## config.mk

```make
export PLATFORM = sky130hd
export DESIGN_NAME = pipeline_ctrl_flat
export DESIGN_NICKNAME = d
export VERILOG_FILES = /design/src/rtl/pipeline_pkg.sv /design/src/rtl/pipeline_ctrl_if.sv /design/src/rtl/pipeline_ctrl_hazard_detect.sv /design/src/rtl/pipeline_ctrl.sv /design/src/flat_wrapper.sv
export SDC_FILE = /design/constraint.sdc
export NUM_CORES = 1
export LEC_CHECK = 0
export ABC_AREA = 0
export BUFFER_PORTS_ARGS = -buffer_cell sky130_fd_sc_hd__buf_2
export CAP_MARGIN = 10
export CORE_ASPECT_RATIO = 1.1
export CORE_UTILIZATION = 39
export DETAILED_ROUTE_END_ITERATION = 6
export PLACE_DENSITY = 0.78
export SYNTH_ARGS = -nofsm -noshare
export SYNTH_HDL_FRONTEND = slang
export SYNTH_HIERARCHICAL = 1
export SYNTH_SLANG_ARGS = --single-unit
```

## constraint.sdc

```tcl
create_clock -name clk_i -period 1.4 [get_ports clk_i]
set_clock_uncertainty 0.2 [all_clocks]
set_input_delay 0.21 -clock clk_i [delete_from_list [all_inputs] [get_ports clk_i]]
set_output_delay 0.21 -clock clk_i [all_outputs]
set_load 0.005 [all_outputs]
```

## src/rtl/pipeline_pkg.sv

```systemverilog
// ----------------------------------------------------------------------------
// pipeline_pkg
// Shared constants for the pipeline hazard/stall controller.
//   ST_RUN / ST_MEM_WAIT : FSM state encoding used by pipeline_ctrl
//   TIMEOUT_DEF          : default MEM_WAIT cycle count before err_o sets
//   CNT_W_DEF            : default width of the frozen-cycle counter
// Optional feature macro: PIPELINE_CTRL_PERF_EN (see pipeline_ctrl.sv).
// ----------------------------------------------------------------------------
package pipeline_pkg;

    localparam logic [0:0] ST_RUN      = 1'b0;
    localparam logic [0:0] ST_MEM_WAIT = 1'b1;

    localparam int TIMEOUT_DEF = 16;
    localparam int CNT_W_DEF   = 32;

endpackage

```

## src/rtl/pipeline_ctrl_if.sv

```systemverilog
// ----------------------------------------------------------------------------
// pipeline_ctrl_if
// Bundles the hazard inputs and stage-control outputs between the pipeline
// datapath (master) and pipeline_ctrl (slave).
//   *_i signals : driven by the datapath (master), read by the controller
//   *_o signals : driven by the controller (slave), read by the datapath
//   stall_cnt_o : present only when PIPELINE_CTRL_PERF_EN is defined
// ----------------------------------------------------------------------------
interface pipeline_ctrl_if #(
    parameter int CNT_W = 32
);

    logic       IDEX_MemRead_i;
    logic [4:0] IDEX_RTaddr_i;
    logic [4:0] IFID_RSaddr_i;
    logic [4:0] IFID_RTaddr_i;
    logic       branch_taken_i;
    logic       mem_req_i;
    logic       mem_ack_i;

    logic       PC_write_o;
    logic       IFID_write_o;
    logic       IDEX_stall_o;
    logic       EXMEM_stall_o;
    logic       MEMWB_stall_o;
    logic       IDEX_bubble_o;
    logic       IFID_flush_o;
    logic       err_o;
`ifdef PIPELINE_CTRL_PERF_EN
    logic [CNT_W-1:0] stall_cnt_o;
`endif

    if (CNT_W < 1) begin : g_cnt_w_chk
        $error("pipeline_ctrl_if: CNT_W must be >= 1");
    end

    modport master (
        output IDEX_MemRead_i, IDEX_RTaddr_i, IFID_RSaddr_i, IFID_RTaddr_i,
               branch_taken_i, mem_req_i, mem_ack_i,
        input  PC_write_o, IFID_write_o, IDEX_stall_o, EXMEM_stall_o,
               MEMWB_stall_o, IDEX_bubble_o, IFID_flush_o, err_o
`ifdef PIPELINE_CTRL_PERF_EN
               , stall_cnt_o
`endif
    );

    modport slave (
        input  IDEX_MemRead_i, IDEX_RTaddr_i, IFID_RSaddr_i, IFID_RTaddr_i,
               branch_taken_i, mem_req_i, mem_ack_i,
        output PC_write_o, IFID_write_o, IDEX_stall_o, EXMEM_stall_o,
               MEMWB_stall_o, IDEX_bubble_o, IFID_flush_o, err_o
`ifdef PIPELINE_CTRL_PERF_EN
               , stall_cnt_o
`endif
    );

endinterface

```

## src/rtl/pipeline_ctrl_hazard_detect.sv

```systemverilog
// ----------------------------------------------------------------------------
// hazard_detect
// Load-use comparator: flags when the load in EX writes a register that the
// instruction in ID reads. Register 0 is hard-wired and never a hazard.
//   i_memread  : EX instruction is a load
//   i_idex_rt  : load destination register in EX
//   i_ifid_rs  : first source register in ID
//   i_ifid_rt  : second source register in ID
//   o_load_use : load-use hazard present this cycle
// ----------------------------------------------------------------------------
module hazard_detect (
    input  logic       i_memread,
    input  logic [4:0] i_idex_rt,
    input  logic [4:0] i_ifid_rs,
    input  logic [4:0] i_ifid_rt,
    output logic       o_load_use
);

    assign o_load_use = i_memread & (i_idex_rt != 5'd0) &
                        ((i_idex_rt == i_ifid_rs) | (i_idex_rt == i_ifid_rt));

endmodule

```

## src/rtl/pipeline_ctrl.sv

```systemverilog
// ----------------------------------------------------------------------------
// pipeline_ctrl
// Pipeline stall/flush controller: freezes the whole pipe while a MEM-stage
// access is outstanding, inserts one bubble on a load-use hazard, and flushes
// IF/ID on a taken branch (deferred if the branch coincides with a stall).
//   clk_i : clock, rising edge
//   rst_i : asynchronous active-low reset
//   bus   : pipeline_ctrl_if.slave (hazard inputs, stage-control outputs)
// Optional: PIPELINE_CTRL_PERF_EN adds bus.stall_cnt_o, a wrapping count of
// cycles with freeze or load_use.
//
// state       | meaning
// ------------+-------------------------------------------------------------
// ST_RUN      | normal flow; a memory request without ack freezes and waits
// ST_MEM_WAIT | memory access outstanding; frozen until mem_ack_i
// ----------------------------------------------------------------------------
module pipeline_ctrl
    import pipeline_pkg::*;
#(
    parameter int TIMEOUT = TIMEOUT_DEF,
    parameter int CNT_W   = CNT_W_DEF
) (
    input  logic           clk_i,
    input  logic           rst_i,
    pipeline_ctrl_if.slave bus
);

    localparam int              WC_W  = $clog2(TIMEOUT + 1);
    localparam logic [WC_W-1:0] TO_L  = WC_W'(TIMEOUT);
    localparam logic [WC_W-1:0] TO_M1 = WC_W'(TIMEOUT - 1);

    if (TIMEOUT < 1) begin : g_timeout_chk
        $error("pipeline_ctrl: TIMEOUT must be >= 1");
    end
    if (CNT_W < 1) begin : g_cnt_w_chk
        $error("pipeline_ctrl: CNT_W must be >= 1");
    end

    logic [0:0]      r_state;
    logic [0:0]      w_state_nxt;
    logic            r_flush_pend;
    logic            r_err;
    logic [WC_W-1:0] r_wait_cnt;
    logic            w_freeze;
    logic            w_load_use;
    logic            w_flush;
    logic            w_waiting;

    hazard_detect u_hazard_detect (
        .i_memread  (bus.IDEX_MemRead_i),
        .i_idex_rt  (bus.IDEX_RTaddr_i),
        .i_ifid_rs  (bus.IFID_RSaddr_i),
        .i_ifid_rt  (bus.IFID_RTaddr_i),
        .o_load_use (w_load_use)
    );

    assign w_freeze  = ((r_state == ST_RUN) & bus.mem_req_i & ~bus.mem_ack_i) |
                       ((r_state == ST_MEM_WAIT) & ~bus.mem_ack_i);
    assign w_flush   = ~w_freeze & ~w_load_use & (bus.branch_taken_i | r_flush_pend);
    // A MEM_WAIT cycle that is still unacknowledged counts toward the timeout.
    assign w_waiting = (r_state == ST_MEM_WAIT) & ~bus.mem_ack_i;

    always_comb begin
        w_state_nxt = r_state;
        case (r_state)
            ST_RUN:      if (bus.mem_req_i & ~bus.mem_ack_i) w_state_nxt = ST_MEM_WAIT;
            ST_MEM_WAIT: if (bus.mem_ack_i)                  w_state_nxt = ST_RUN;
            default:     w_state_nxt = ST_RUN;
        endcase
    end

    always_ff @(posedge clk_i or negedge rst_i) begin
        if (!rst_i) begin
            r_state      <= ST_RUN;
            r_flush_pend <= 1'b0;
            r_wait_cnt   <= '0;
            r_err        <= 1'b0;
        end else begin
            r_state <= w_state_nxt;

            // Branch seen while the pipe cannot flush is remembered until it can.
            if (w_flush)
                r_flush_pend <= 1'b0;
            else if (bus.branch_taken_i & (w_freeze | w_load_use))
                r_flush_pend <= 1'b1;

            if ((r_state == ST_RUN) && (w_state_nxt == ST_MEM_WAIT))
                r_wait_cnt <= '0;
            else if (w_waiting && (r_wait_cnt != TO_L))
                r_wait_cnt <= r_wait_cnt + 1'b1;

            // Set on the edge where the counter arrives at TIMEOUT; sticky.
            if (w_waiting && (r_wait_cnt == TO_M1))
                r_err <= 1'b1;
        end
    end

    always_comb begin
        bus.PC_write_o    = 1'b1;
        bus.IFID_write_o  = 1'b1;
        bus.IDEX_stall_o  = 1'b0;
        bus.EXMEM_stall_o = 1'b0;
        bus.MEMWB_stall_o = 1'b0;
        bus.IDEX_bubble_o = 1'b0;
        bus.IFID_flush_o  = 1'b0;
        if (w_freeze) begin
            bus.PC_write_o    = 1'b0;
            bus.IFID_write_o  = 1'b0;
            bus.IDEX_stall_o  = 1'b1;
            bus.EXMEM_stall_o = 1'b1;
            bus.MEMWB_stall_o = 1'b1;
        end else if (w_load_use) begin
            bus.PC_write_o    = 1'b0;
            bus.IFID_write_o  = 1'b0;
            bus.IDEX_bubble_o = 1'b1;
        end else begin
            bus.IFID_flush_o  = w_flush;
        end
    end

    assign bus.err_o = r_err;

`ifdef PIPELINE_CTRL_PERF_EN
    logic [CNT_W-1:0] r_stall_cnt;

    always_ff @(posedge clk_i or negedge rst_i) begin
        if (!rst_i)
            r_stall_cnt <= '0;
        else if (w_freeze | w_load_use)
            r_stall_cnt <= r_stall_cnt + 1'b1;
    end

    assign bus.stall_cnt_o = r_stall_cnt;
`endif

endmodule

```

## src/flat_wrapper.sv

```systemverilog
// flat-port wrapper written by rule: the top's interface ports become plain ports
module pipeline_ctrl_flat import pipeline_pkg::*;
#(
    parameter int TIMEOUT = TIMEOUT_DEF,
    parameter int CNT_W   = CNT_W_DEF
)
  (clk_i, rst_i, bus_IDEX_MemRead_i, bus_IDEX_RTaddr_i, bus_IFID_RSaddr_i, bus_IFID_RTaddr_i, bus_branch_taken_i, bus_mem_req_i, bus_mem_ack_i, bus_PC_write_o, bus_IFID_write_o, bus_IDEX_stall_o, bus_EXMEM_stall_o, bus_MEMWB_stall_o, bus_IDEX_bubble_o, bus_IFID_flush_o, bus_err_o);
  pipeline_ctrl_if #(.CNT_W(CNT_W)) bus_i ();
  input  logic clk_i;
  input  logic rst_i;
  input wire logic [$bits(bus_i.IDEX_MemRead_i)-1:0] bus_IDEX_MemRead_i;
  input wire logic [$bits(bus_i.IDEX_RTaddr_i)-1:0] bus_IDEX_RTaddr_i;
  input wire logic [$bits(bus_i.IFID_RSaddr_i)-1:0] bus_IFID_RSaddr_i;
  input wire logic [$bits(bus_i.IFID_RTaddr_i)-1:0] bus_IFID_RTaddr_i;
  input wire logic [$bits(bus_i.branch_taken_i)-1:0] bus_branch_taken_i;
  input wire logic [$bits(bus_i.mem_req_i)-1:0] bus_mem_req_i;
  input wire logic [$bits(bus_i.mem_ack_i)-1:0] bus_mem_ack_i;
  output wire logic [$bits(bus_i.PC_write_o)-1:0] bus_PC_write_o;
  output wire logic [$bits(bus_i.IFID_write_o)-1:0] bus_IFID_write_o;
  output wire logic [$bits(bus_i.IDEX_stall_o)-1:0] bus_IDEX_stall_o;
  output wire logic [$bits(bus_i.EXMEM_stall_o)-1:0] bus_EXMEM_stall_o;
  output wire logic [$bits(bus_i.MEMWB_stall_o)-1:0] bus_MEMWB_stall_o;
  output wire logic [$bits(bus_i.IDEX_bubble_o)-1:0] bus_IDEX_bubble_o;
  output wire logic [$bits(bus_i.IFID_flush_o)-1:0] bus_IFID_flush_o;
  output wire logic [$bits(bus_i.err_o)-1:0] bus_err_o;
  assign bus_i.IDEX_MemRead_i = bus_IDEX_MemRead_i;
  assign bus_i.IDEX_RTaddr_i = bus_IDEX_RTaddr_i;
  assign bus_i.IFID_RSaddr_i = bus_IFID_RSaddr_i;
  assign bus_i.IFID_RTaddr_i = bus_IFID_RTaddr_i;
  assign bus_i.branch_taken_i = bus_branch_taken_i;
  assign bus_i.mem_req_i = bus_mem_req_i;
  assign bus_i.mem_ack_i = bus_mem_ack_i;
  assign bus_PC_write_o = bus_i.PC_write_o;
  assign bus_IFID_write_o = bus_i.IFID_write_o;
  assign bus_IDEX_stall_o = bus_i.IDEX_stall_o;
  assign bus_EXMEM_stall_o = bus_i.EXMEM_stall_o;
  assign bus_MEMWB_stall_o = bus_i.MEMWB_stall_o;
  assign bus_IDEX_bubble_o = bus_i.IDEX_bubble_o;
  assign bus_IFID_flush_o = bus_i.IFID_flush_o;
  assign bus_err_o = bus_i.err_o;
  pipeline_ctrl #(.TIMEOUT(TIMEOUT), .CNT_W(CNT_W)) u_core (.clk_i(clk_i), .rst_i(rst_i), .bus(bus_i));
endmodule
```

==> After elaboration in Yosys (flattened, before gate mapping) <==
Cells that the tools add are included.
{ "word_totals": {"reg_bits": 8, "input_bits": 21} }
{ "classes": {"reduce_logical": 6, "n_mux": 14, "n_bitwise": 17, "eq_ne": 4, "addsub": 1} }
{ "ops": {"columns": ["cell", "n"], "rows": [
  ["1-bit 2-to-1 mux", 11],
  ["5-bit equality test", 2],
  ["5-bit 2-to-1 mux", 2],
  ["1-bit AND", 9],
  ["5-bit by 1-bit adder with 5-bit output, second input constant", 1],
  ["5-bit by 4-bit equality test with 1-bit output, second input constant", 1],
  ["5-bit inequality test, second input constant", 1],
  ["5-bit nonzero test", 1],
  ["1-bit inverter", 4],
  ["1-bit OR", 4],
  ["2-bit nonzero test", 2],
  ["1-bit logical AND", 3],
  ["1-bit case mux with 2 select lines", 1]
]} }

==> Longest topological paths before layout <==
Gate-level depths: netlist (run 1).
{ "logic_depth": {"word_depth": 9, "mapped_depth": 6, "mapped_depth_nobuf": 6} }

==> By module <==
The synthesis (run 1) kept the hierarchy.
{ "by_module_without_submodules": {"columns": ["mod", "n_inst", "cells_each", "area_each_um2", "seq_area_each_um2"], "rows": [
  ["pipeline_ctrl", 1, 45, 467.9, 200.2],
  ["hazard_detect", 1, 17, 125.1, 0.0]
]} }

==> Least setup slack after synthesis (run 1) <==
OpenSTA, ideal clock, no wires.
{ "synth_path": {"path_kind": "input to output", "start": "input port bus_IDEX_RTaddr_i[1]", "end": "output port bus_PC_write_o", "n_path_buf": 1, "path_slack_ns": -0.240, "t_arrival_ns": 1.230, "required_ns": 0.990, "stages": 5, "path_cell_list": "or4_1 -> o21ai_1 -> a21oi_1 -> nor2_1 -> buf_4"} }
{ "synth_via": {"elab_chain_len": 5} }
{ "synth_rtl": {"columns": ["element", "line_no", "rtl"], "rows": [
  ["from (decl)", "flat_wrapper.sv:12", "input wire logic [$bits(bus_i.IDEX_RTaddr_i)-1:0] bus_IDEX_RTaddr_i;"],
  ["5-bit equality test / 5-bit nonzero test (equally long branches)", "pipeline_ctrl_hazard_detect.sv:20, pipeline_ctrl_hazard_detect.sv:19", null],
  ["1-bit OR / 1-bit AND (equally long branches)", "pipeline_ctrl_hazard_detect.sv:20, pipeline_ctrl_hazard_detect.sv:19", null],
  ["1-bit AND *", "pipeline_ctrl_hazard_detect.sv:19", "assign o_load_use = i_memread & (i_idex_rt != 5'd0) &"],
  ["net u_core.w_load_use", "pipeline_ctrl.sv:45", "logic w_load_use;"],
  ["1-bit 2-to-1 mux * (2 in a row)", null, null],
  ["to (decl)", "flat_wrapper.sv:18", "output wire logic [$bits(bus_i.PC_write_o)-1:0] bus_PC_write_o;"]
]} }
The timed path passes the listed nets; every way through them passes the cells marked *.

==> Worst setup path after layout (run 1) <==
{ "layout_path": {"start": "input port bus_IFID_RSaddr_i[4]", "end": "output port bus_IDEX_bubble_o"} }
{ "layout_via": {"elab_chain_len": 5} }
{ "layout_rtl": {"columns": ["element", "line_no", "rtl"], "rows": [
  ["from (decl)", "flat_wrapper.sv:13", "input wire logic [$bits(bus_i.IFID_RSaddr_i)-1:0] bus_IFID_RSaddr_i;"],
  ["5-bit equality test", "pipeline_ctrl_hazard_detect.sv:20", "((i_idex_rt == i_ifid_rs) | (i_idex_rt == i_ifid_rt));"],
  ["1-bit OR", "pipeline_ctrl_hazard_detect.sv:20", null],
  ["1-bit AND", "pipeline_ctrl_hazard_detect.sv:19", null],
  ["net u_core.w_load_use", "pipeline_ctrl.sv:45", null],
  ["1-bit 2-to-1 mux", "pipeline_ctrl.sv:112", "end else if (w_load_use) begin"],
  ["1-bit 2-to-1 mux", "pipeline_ctrl.sv:106", "if (w_freeze) begin"],
  ["to (decl)", "flat_wrapper.sv:23", "output wire logic [$bits(bus_i.IDEX_bubble_o)-1:0] bus_IDEX_bubble_o;"]
]} }
The timed path passes the listed nets, and every way through them passes these cells.

==> results of run 1 <==
-- layout make-up --
| cell class | instances | share of cell area |
|---|---|---|
| Multi-Input combinational cell | 46 | 0.447 |
| Timing Repair Buffer | 38 | 0.286 |
| Sequential cell | 8 | 0.205 |
| Clock buffer | 3 | 0.0230 |
| Tap cell | 16 | 0.0205 |
| Inverter | 5 | 0.0192 |
-- power by group --
part | switching [mW] | internal, mW
sequential | 0.0375 | 0.266
clock | 0.0760 | 0.0980
combinational | 0.161 | 0.206
-- cell families (layout without fill, tap and decap cells) --
logic type	after synthesis	after routing	share of synthesized area
AOI/OAI and AO/OA	9	9	0.146
xor gates and xnor gates	10	10	0.148
muxes	3	3	0.0506
buffers and inverters	8	46	0.0696
adders and majority gates	3	3	0.0633
DFF	8	8	0.338
and+or+nand+nor	21	21	0.186
-- registers in the layout (all words and copies together), names as in the netlist --
signal / cells
u_core/r_wait_cnt: 5
u_core/bus.err_o: 1
u_core/r_flush_pend: 1
u_core/r_state: 1
-- critical path, delay by kind of cell --
| kind | cells | cell delay [ps] |
|---|---|---|
| AO/OA/AOI/OAI | 1 | 240 |
| XOR/XNOR | 1 | 150 |
| buffers and inverters | 2 | 190 |
| AND/OR/NAND/NOR | 3 | 500 |
-- cell usage in the layout (no fill, tap or decap), drive strengths merged, types with 3 or more instances in the layout --
cell / instances
xnor2: 4
inv: 5
clkbuf: 3
nor2: 4
ha: 3
nor3: 3
nand2: 3
mux2i: 3
nand3: 5
xor2: 6
buf: 37
dfrtp: 8
-- metal layers --
metal  GRT usage  share of wire
met5           0              0
met4      0.0621              0
met3      0.0157          0.037
met2       0.370           0.60
met1       0.164           0.36
-- synthesized netlist by cell type (all sizes together) --
library cell / n / area, µm²
dfrtp: 8 / 200
xor2: 6 / 52.6
inv: 5 / 18.8
nand3: 5 / 25.0
nor2: 4 / 15.0
xnor2: 4 / 35.0
buf: 3 / 22.5
ha: 3 / 37.5
mux2i: 3 / 30.0
nand2: 3 / 11.3
nor3: 3 / 15.0
nand2b: 2 / 12.5
o21ba: 2 / 20.0
a21oi: 1 / 5.00
a31oi: 1 / 21.3
and3: 1 / 6.26
nor2b: 1 / 6.26
o21a: 1 / 7.51
o21ai: 1 / 5.00
o21bai: 1 / 7.51
o221a: 1 / 11.3
o311ai: 1 / 8.76
or3b: 1 / 11.3
or4: 1 / 7.51
-- stage by stage --
step / cells / setup slack [ps] / util / total power, mW
floorplan: 62 / -223 / - / 0.453
CTS: 116 / -329 / 0.626 / 0.779
finish: 116 / -316 / 0.697 / 0.844
detailed placement: 110 / -353 / 0.563 / 0.584
global route: 116 / -379 / 0.697 / 0.904
global placement: 110 / -346 / 0.563 / 0.566
-- repair_timing --
action / in CTS / in global routing
hold buffers: 1 / 0
resized for setup: 7 / 22
hold endpoints to repair: 8 / 0
pin swaps: 9 / 15
setup endpoints to repair: 11 / 12
setup buffers: 2 / 0
-- path summary, 6_finish.rpt --
kind                       depth (start not counted)                    to                 start
setup / recovery                                   7     bus_IDEX_bubble_o  bus_IFID_RSaddr_i[4]
hold / removal                                     2        u_core/r_state         bus_mem_req_i
setup reg to reg                                   4  u_core/r_wait_cnt[2]        u_core/r_state
hold reg to reg                                    1      u_core/bus.err_o      u_core/bus.err_o
max in group asynchronous                          2        u_core/r_state                 rst_i
min in group asynchronous                          2      u_core/bus.err_o                 rst_i
==> results.toml, run 1 <==
[route]
routed-via-count = 595
wl_mm = 1.52
drcViolationCount = 0
antenna_violating_nets_post_route = 0
drtIter0Drc = 0
routed_via_density = 5.13
drtPass1Iterations = 1
drt-wirelength-per-cell_um = 13.1

[worst_setup_path]
startpoint_type = "input port"
worst-endpoint-arrival_ps = 1310
crit_path_max_fanout = 3
end_kind = "output port"
crit_path_cell_trace = "buf_6 > xor2_1 > nor3_1 > nand3_1 > a21oi_2 > nor2b_4 > buf_2"
cp.required_ps = 990
crit_path_top_delay_cell = "sky130_fd_sc_hd__a21oi_2"
timing_worst_setup_path_type = "in -> out"
r2r_slack_ps = -100
timing.critical_path.slowest_cell_delay_ps = 240

[finish]
final_cell_area_um2 = 977
number_of_antenna_diodes = 0
finish.net_count = 126
post_route_cells_drive_above_1_share = 0.600
multi_input_area_um2 = 437
seq_area_um2 = 200
syn_to_final_growth_pct = 64.8
filler_cell_count = 116

[floorplan]
chipWidth_um = 39.2
starting_density = 0.423
dieHeight_um = 42.9
floorplan.rows = 14
die_area_um2 = 1680
coreArea_um2 = 1400
io-pin-count = 29

[synth]
synth.yosys.warnings = 6
ys_seq_elements = 8
synth_area_per_cell_um2 = 9.57
synth_area_um2 = 593
post_synth_inst_count = 62
synth.distinct_cells = 24
synth_sequential_area_ratio = 0.338
synthesis.nets = 86

[sta]
slew_headroom = 0.819
unrepaired_setup_endpoints_after_global_routing = "yes"
finalSetupTns_ps = -1620
worst-slew-pin-transition_ps = 267
timing_max_transition_violations_final = 0
setup_viol_count_final = 9
report.final.hold_viol_count = 0
hold-worst-slack_ps = 46.0
fin_crit_sh = 1.23
max_freq_mhz = 583
setup_slack_ps = -316
final_period_minus_worst_setup_slack_ps = 1720

[power]
maximum_vdd_ir_drop_mv = 0.550
power.static_leakage_nw = 0.445
power_density_nw_per_um2 = 864

[run_status]
status = "finished with violations"
failed_checks = "setup timing"

[cts]
cts_tree = "built"
clock_sink_count = 8
clock_tree.root_cell = "sky130_fd_sc_hd__clkbuf_4"
htreeDepth = 1
clk_path_buf_depth = 2
cts.clk_slew.worst_paths_ps = 50
insertion_delay_ps = 250
numCtsBuffers = 3

[global_route]
globalRouteTotalUtil = 0.179
aggregate_global_routing_overflow = 0
grt_first_pass_wirelength_mm = 2.13
vias_in_the_first_global_route = 580
largest_net_degree_at_the_start_of_global_routing = 9
number_of_antenna_violations_at_the_first_check_in_global_routing = 0

[placed_design]
detailed_place.area_um2 = 788
port-buffer-count = 28
hpwlAfterDp_mm = 1.07
globalplace.congestion = 0.654

[worst_hold_path]
min-delay-path-class = "in -> reg"

[flow_run]
max_cap_viol_count = 0
Power figures use the tool's default switching activity.
==> run 2: changes to the inputs <==
--- a/config.mk
+++ b/config.mk
@@ -6,13 +6,12 @@
 export NUM_CORES = 1
 export LEC_CHECK = 0
 export ABC_AREA = 0
-export BUFFER_PORTS_ARGS = -buffer_cell sky130_fd_sc_hd__buf_2
+export BUFFER_PORTS_ARGS = -buffer_cell sky130_fd_sc_hd__buf_4
 export CAP_MARGIN = 10
 export CORE_ASPECT_RATIO = 1.1
-export CORE_UTILIZATION = 39
+export CORE_UTILIZATION = 40
 export DETAILED_ROUTE_END_ITERATION = 6
-export PLACE_DENSITY = 0.78
+export PLACE_DENSITY = 0.79
 export SYNTH_ARGS = -nofsm -noshare
 export SYNTH_HDL_FRONTEND = slang
-export SYNTH_HIERARCHICAL = 1
 export SYNTH_SLANG_ARGS = --single-unit
==> constraint.sdc (replaced) <==
create_clock -name clk_i -period 1.4 [get_ports clk_i]
set_clock_uncertainty 0.2 [all_clocks]
set_input_delay 0.28 -clock clk_i [delete_from_list [all_inputs] [get_ports clk_i]]
set_output_delay 0.28 -clock clk_i [all_outputs]
set_load 0.005 [all_outputs]
==> run 2 against run 1 <==
  * Critical endpoint is now bus_IFID_flush_o
  * Critical path type unchanged
  * Global-route usage increased by 4.7 points
  * The flow still finishes with violations (setup timing)
  * First-iteration DRC count increased by 6
  * Sequential power about the same
  * Core utilization up 14 points
  * Fmax shrank 10%
  * Final area grew 21%
  * Sequential cell count unchanged
  * Setup slack got worse by 190 ps
  * Sequential share of layout area fell by 3.6 points
  * Total power grew 16%
  * Clock-buffer cell count unchanged
  * Via count up 12%
  * Highest routed layer is now met4
==> results.toml, run 2 <==
[worst_setup_path]
startpoint_type = "input port"
r2r_slack_ps = -170
worstRegToRegCells = 6
end_kind = "output port"
worst-endpoint-arrival_ps = 1430
timing_worst_setup_path_type = "in -> out"
cp.required_ps = 920
regToRegEndpoint = "u_core.r_wait_cnt[2]"
crit_path_max_fanout = 4
r2r-start = "u_core.r_state"

[finish]
multi_input_area_um2 = 480
final_cell_area_um2 = 1190
syn_to_final_growth_pct = 90.0
seq_area_um2 = 200
most-common-layout-cells = "sky130_fd_sc_hd__buf_4 (41), sky130_fd_sc_hd__buf_6 (11), sky130_fd_sc_hd__xnor2_1 (9)"
post-route-util = 0.836
final_common_cell = "sky130_fd_sc_hd__buf_4"
finish.net_count = 143
number_of_flip_flops_under_the_largest_register_name = 5
filler_cell_count = 86
regMostFlops = "u_core.r_wait_cnt"
number_of_antenna_diodes = 0
post_route_cells_drive_above_1_share = 0.667

[worst_hold_path]
hold_path_depth = 3
worst_hold_path.endpoint = "u_core.r_flush_pend"
hold_path_startpoint = "bus_branch_taken_i"
min-delay-path-class = "in -> reg"

[sta]
unrepaired_setup_endpoints_after_global_routing = "yes"
max_freq_mhz = 524
fin_crit_sh = 1.36
report.final.hold_viol_count = 0
setup_viol_count_final = 13
final_period_minus_worst_setup_slack_ps = 1910
slew_headroom = 0.822
setup_slack_ps = -508
timing_max_transition_violations_final = 0
worst-slew-pin-transition_ps = 266
finalSetupTns_ps = -3200

[global_route]
grt_first_pass_wirelength_mm = 2.58
vias_in_the_first_global_route = 657
aggregate_global_routing_overflow = 0
number_of_antenna_violations_at_the_first_check_in_global_routing = 0
globalRouteTotalUtil = 0.226
largest_net_degree_at_the_start_of_global_routing = 9

[synth]
synthesis.nets = 88
synth_sequential_area_ratio = 0.321
yosysMostFrequentCell = "sky130_fd_sc_hd__xnor2_1"
synth_area_per_cell_um2 = 9.76
synth_top_family_by_area = "simple AND/OR/NAND/NOR gates"
yosys_most_used_dff = "sky130_fd_sc_hd__dfrtp_1"
synth-xor-area-share = 0.140
synth.distinct_cells = 30
area_share_of_fa_ha_maj_cells_after_synthesis = 0.0601
synth.yosys.warnings = 0
async_sr_flop_fraction = 1.00
synth-edff-count = 0
ys_seq_elements = 8
netlist_top_cells_count = "sky130_fd_sc_hd__xnor2_1 (10), sky130_fd_sc_hd__dfrtp_1 (8), sky130_fd_sc_hd__nand2_1 (6), sky130_fd_sc_hd__inv_1 (4)"
synth_simple_gate_area_share = 0.218
cells_taking_the_most_area_after_synthesis = "sky130_fd_sc_hd__dfrtp_1 (32%), sky130_fd_sc_hd__xnor2_1 (14%), sky130_fd_sc_hd__ha_1 (6.0%)"
synth_compound_area_frac = 0.162
synth.area.mux_share = 0.0321
post-synth-top-area-fraction = 0.321
synth_area_leader_cell = "sky130_fd_sc_hd__dfrtp_1"
synth_area_um2 = 624
post_synth_inst_count = 64

[placed_design]
hpwlAfterDp_mm = 1.21
detailed_place.area_um2 = 951
globalplace.congestion = 0.658
port-buffer-count = 28

[power]
power_density_nw_per_um2 = 827
sequentialPowerShare = 0.309
maximum_vdd_ir_drop_mv = 0.712
p_int_mw = 0.666
power.net_switching_mw = 0.315
power.switching_fraction = 0.321
power.static_leakage_nw = 0.574
pwr-share-comb = 0.501
clock_power_share = 0.190

[floorplan]
dieHeight_um = 43.4
chipWidth_um = 39.7
io-pin-count = 29
starting_density = 0.440
floorplan.rows = 14
die_area_um2 = 1720
coreArea_um2 = 1420

[cts]
cts_tree = "built"
insertion_delay_ps = 260
numCtsBuffers = 3
cts.clk_slew.worst_paths_ps = 60
htreeDepth = 1
clk_path_buf_depth = 2
clock_tree.root_cell = "sky130_fd_sc_hd__clkbuf_4"
clock_sink_count = 8

[run_status]
status = "finished with violations"
failed_checks = "setup timing"

[route]
drcViolationCount = 0
drt-wirelength-per-cell_um = 13.4
wl_mm = 1.78
antenna_violating_nets_post_route = 0
drtPass1Iterations = 6
drtIter0Drc = 6
routed_via_density = 5.01
routed-via-count = 666

[flow_run]
max_cap_viol_count = 0
-- run 2: changes by cell type after synthesis, sizes merged, moves of 2 or more --
cell    delta
a21o       +2
nand2      +3
nand2b     -2
nand3      -2
nor2       -2
nor3       -2
o21ba      -2
xnor2      +6
xor2       -6
-- run 2: cell type report --
cell class                 instances  share of cell area
tap                               16              0.0169
multi-input combinational         48               0.405
inverter                           5              0.0179
clock buffer                       3              0.0190
sequential                         8               0.169
timing repair buffer              53               0.372
-- run 2: worst max path at each step --
stage,slack (ps),from,to,depth (start not counted)
after global placement,-570,bus_IDEX_RTaddr_i[1],bus_IFID_flush_o,5
after global routing,-530,bus_IDEX_RTaddr_i[4],bus_IFID_flush_o,5
final,-510,bus_IDEX_RTaddr_i[4],bus_IFID_flush_o,5
after CTS,-530,bus_IDEX_RTaddr_i[4],bus_IFID_flush_o,5
after detailed placement,-600,bus_IDEX_RTaddr_i[1],bus_IFID_flush_o,5
after floorplan,-380,bus_IDEX_RTaddr_i[1],bus_PC_write_o,4
-- run 2: metal layers --
metal  wire (µm)  share of wire  vias to the layer above  track usage
li1            -              -                      325            -
met1         676           0.38                      315        0.208
met2        1000           0.56                       24        0.430
met3          77          0.043                        2       0.0462
met4          19          0.011                        0        0.124
met5           0              0                        -            0
-- run 2: what timing repair did --
| action | 4_1_cts | 5_1_grt |
|---|---|---|
| endpoints found under the setup margin | 12 | 14 |
| pin swaps | 9 | 11 |
| hold buffers | 1 | 0 |
| setup buffers | 5 | 5 |
| resized for setup | 23 | 10 |
| endpoints found under the hold margin | 8 | 0 |
-- run 2: per-stage QoR --
stage | instances | total power, mW | hold WS (ps) | setup slack [ps]
2_1_floorplan | 64 | 0.437 | -216 | -381
3_3_place_gp | 120 | 0.586 | -96.1 | -569
3_5_place_dp | 120 | 0.599 | -94.4 | -605
4_1_cts | 129 | 0.905 | 117 | -529
5_1_grt | 133 | 1.03 | 125 | -527
6_report | 133 | 0.981 | 115 | -508
-- run 2: cells by family (layout without fill, tap and decap cells) --
| group | count (synthesis) | count (layout) |
|---|---|---|
| fa+ha+maj | 3 | 3 |
| simple gates | 21 | 21 |
| flops | 8 | 8 |
| buf+inv | 8 | 61 |
| mux | 2 | 2 |
| xor+xnor | 10 | 10 |
| compound gates | 12 | 12 |
-- run 2: power groups by stage --
stage	Sequential, mW	Clock [mW]	Combinational (mW)
finish	0.303	0.187	0.491
global route	0.305	0.201	0.524
CTS	0.298	0.189	0.418
detailed placement	0.301	0	0.297
global placement	0.298	0	0.287
floorplan	0.295	0	0.142
-- run 2: worst max-delay path: stages --
cell and delay, ps:
sky130_fd_sc_hd__buf_6 90, sky130_fd_sc_hd__or4_4 520, sky130_fd_sc_hd__o21a_4 230, sky130_fd_sc_hd__a211oi_2 170
sky130_fd_sc_hd__buf_4 130
==> run 3: changes to the inputs <==
==> constraint.sdc (replaced) <==
create_clock -name clk_i -period 1.4 [get_ports clk_i]
set_clock_uncertainty 0.2 [all_clocks]
set_input_delay 0.07 -clock clk_i [delete_from_list [all_inputs] [get_ports clk_i]]
set_output_delay 0.07 -clock clk_i [all_outputs]
set_load 0.005 [all_outputs]
==> run 3 against run 2 <==
  * The flow finishes with violations (hold timing, setup timing)
  * Clock-buffer cell count stayed put
  * Register-to-register slack is essentially flat
  * Die area unchanged
  * Final area down 11%
  * Sequential power hardly changed
  * Routed wire length down 3.5%
  * First-iteration DRC count shrank 17%
  * Core utilization fell by 9.5 points
==> results.toml, run 3 (synthesized netlist as in run 2, its figures left out) <==
[run_status]
status = "finished with violations"
failed_checks = "hold timing, setup timing"

[placed_design]
hpwlAfterDp_mm = 1.22
dp.cells = 114
port-buffer-count = 28
post-place-ws_ps = -148
globalplace.congestion = 0.678

[route]
routed_via_density = 5.19
antenna_violating_nets_post_route = 0
routed-via-count = 644
drt-wirelength-per-cell_um = 13.8
drcViolationCount = 0
drtPass1Iterations = 4
drtIter0Drc = 5
wl_mm = 1.71

[finish]
most-common-layout-cells = "sky130_fd_sc_hd__buf_4 (32), sky130_fd_sc_hd__xnor2_1 (10), sky130_fd_sc_hd__buf_6 (9)"
number_of_antenna_diodes = 0
regMostFlops = "u_core.r_wait_cnt"
post-route-util = 0.741
post_route_cells_drive_above_1_share = 0.546
fin_cells = 124
number_of_flip_flops_under_the_largest_register_name = 5
syn_to_final_growth_pct = 68.3
finish.net_count = 134
final_common_cell = "sky130_fd_sc_hd__buf_4"

[global_route]
aggregate_global_routing_overflow = 0
number_of_antenna_violations_at_the_first_check_in_global_routing = 0
grt_first_pass_wirelength_mm = 2.57
largest_net_degree_at_the_start_of_global_routing = 9
vias_in_the_first_global_route = 667
globalRouteTotalUtil = 0.219

[sta]
final_period_minus_worst_setup_slack_ps = 1560
worst-slew-pin-transition_ps = 323
timing_max_transition_violations_final = 0
max_freq_mhz = 639
setup_viol_count_final = 12
fin_crit_sh = 1.12
unrepaired_setup_endpoints_after_global_routing = "yes"
hold-worst-slack_ps = -36.1
slew_headroom = 0.784
setup_slack_ps = -164
report.final.hold_viol_count = 2

[flow_run]
max_cap_viol_count = 0

[cts]
clock_tree.root_cell = "sky130_fd_sc_hd__clkbuf_4"
insertion_delay_ps = 250
cts.clk_slew.worst_paths_ps = 60
cts_tree = "built"
numCtsBuffers = 3
htreeDepth = 1
clk_path_buf_depth = 2
clock_sink_count = 8

[worst_setup_path]
end_kind = "flop"
startpoint_type = "flop"
cp.required_ps = 1350
timing.critical_path.slowest_cell_delay_ps = 400
timing_worst_setup_path_type = "reg -> reg"
r2r_slack_ps = -160
crit_path_cell_trace = "inv_1 > ha_2 > nand2_2 > o31a_1 > o31ai_1"
worst-endpoint-arrival_ps = 1510
crit_path_max_fanout = 5
crit_path_top_delay_cell = "sky130_fd_sc_hd__dfrtp_1"

[floorplan]
floorplan.rows = 14
coreArea_um2 = 1420
io-pin-count = 29
starting_density = 0.440
chipWidth_um = 39.7
dieHeight_um = 43.4
die_area_um2 = 1720

[power]
power.static_leakage_nw = 0.509
power_density_nw_per_um2 = 775
maximum_vdd_ir_drop_mv = 0.330
total_power_mw = 0.814

[worst_hold_path]
min-delay-path-class = "in -> reg"
==> run 3: changes by cell type in the layout (fill, tap and decap cells not counted), moves of 2 or more <==
cell | before | now
sky130_fd_sc_hd__ha_2 | 0 | 2
sky130_fd_sc_hd__ha_4 | 3 | 0
sky130_fd_sc_hd__inv_2 | 3 | 1
sky130_fd_sc_hd__buf_4 | 41 | 32
sky130_fd_sc_hd__dlygate4sd3_1 | 1 | 3
sky130_fd_sc_hd__buf_6 | 11 | 9
==> run 3: metal layers <==
metal	GRT usage	wire [µm]
met1	0.214	600
met2	0.410	1000
met3	0.0308	94
met4	0.124	19
met5	0	0
==> run 3: timing repair <==
item	in CTS	in global routing
hold buffers	3	1
pin swaps	8	5
hold endpoints to repair	11	4
resized for setup	6	15
setup endpoints to repair	12	17
buffers inserted	2	2
==> run 3: where the power goes <==
group,internal [mW],switching (mW)
logic,0.205,0.133
registers,0.263,0.0370
clock network,0.0981,0.0781
total,0.566,0.248
==> run 3: cell type report <==
type	count	area, µm²
clock buffers	3	22.5
fillers	110	368
inverters	5	26.3
multi-input cells	48	410
flip-flops and latches	8	200
well taps	16	20.0
repair buffers	44	372
==> run 3: worst paths after layout <==
path / startpoint / to / cells past startpoint
min in group asynchronous: rst_i / u_core.r_wait_cnt[4] / 3
min: bus_mem_ack_i / u_core.r_wait_cnt[2] / 3
max reg2reg: u_core.r_wait_cnt[0] / u_core.r_wait_cnt[1] / 5
max in group asynchronous: rst_i / u_core.r_flush_pend / 3
min reg2reg: u_core.bus.err_o / u_core.bus.err_o / 1
max: u_core.r_wait_cnt[0] / u_core.r_wait_cnt[1] / 5
==> run 3: worst max-delay path: cells and delay by family (launching register included) <==
| family | cells | cell delay (ps) |
|---|---|---|
| buffers and inverters | 1 | 70 |
| AO/OA/AOI/OAI | 2 | 560 |
| adder cells (fa/ha/maj) | 1 | 170 |
| AND/OR/NAND/NOR | 1 | 50 |
| flip-flops | 1 | 400 |
==> run 3: per-stage QoR <==
step	setup TNS, ps	instance area [µm²]
2_1_floorplan	-4.04	628
3_3_place_gp	-787	903
3_5_place_dp	-975	903
6_report	-1220	1050
5_1_grt	-1850	1050
4_1_cts	-893	990
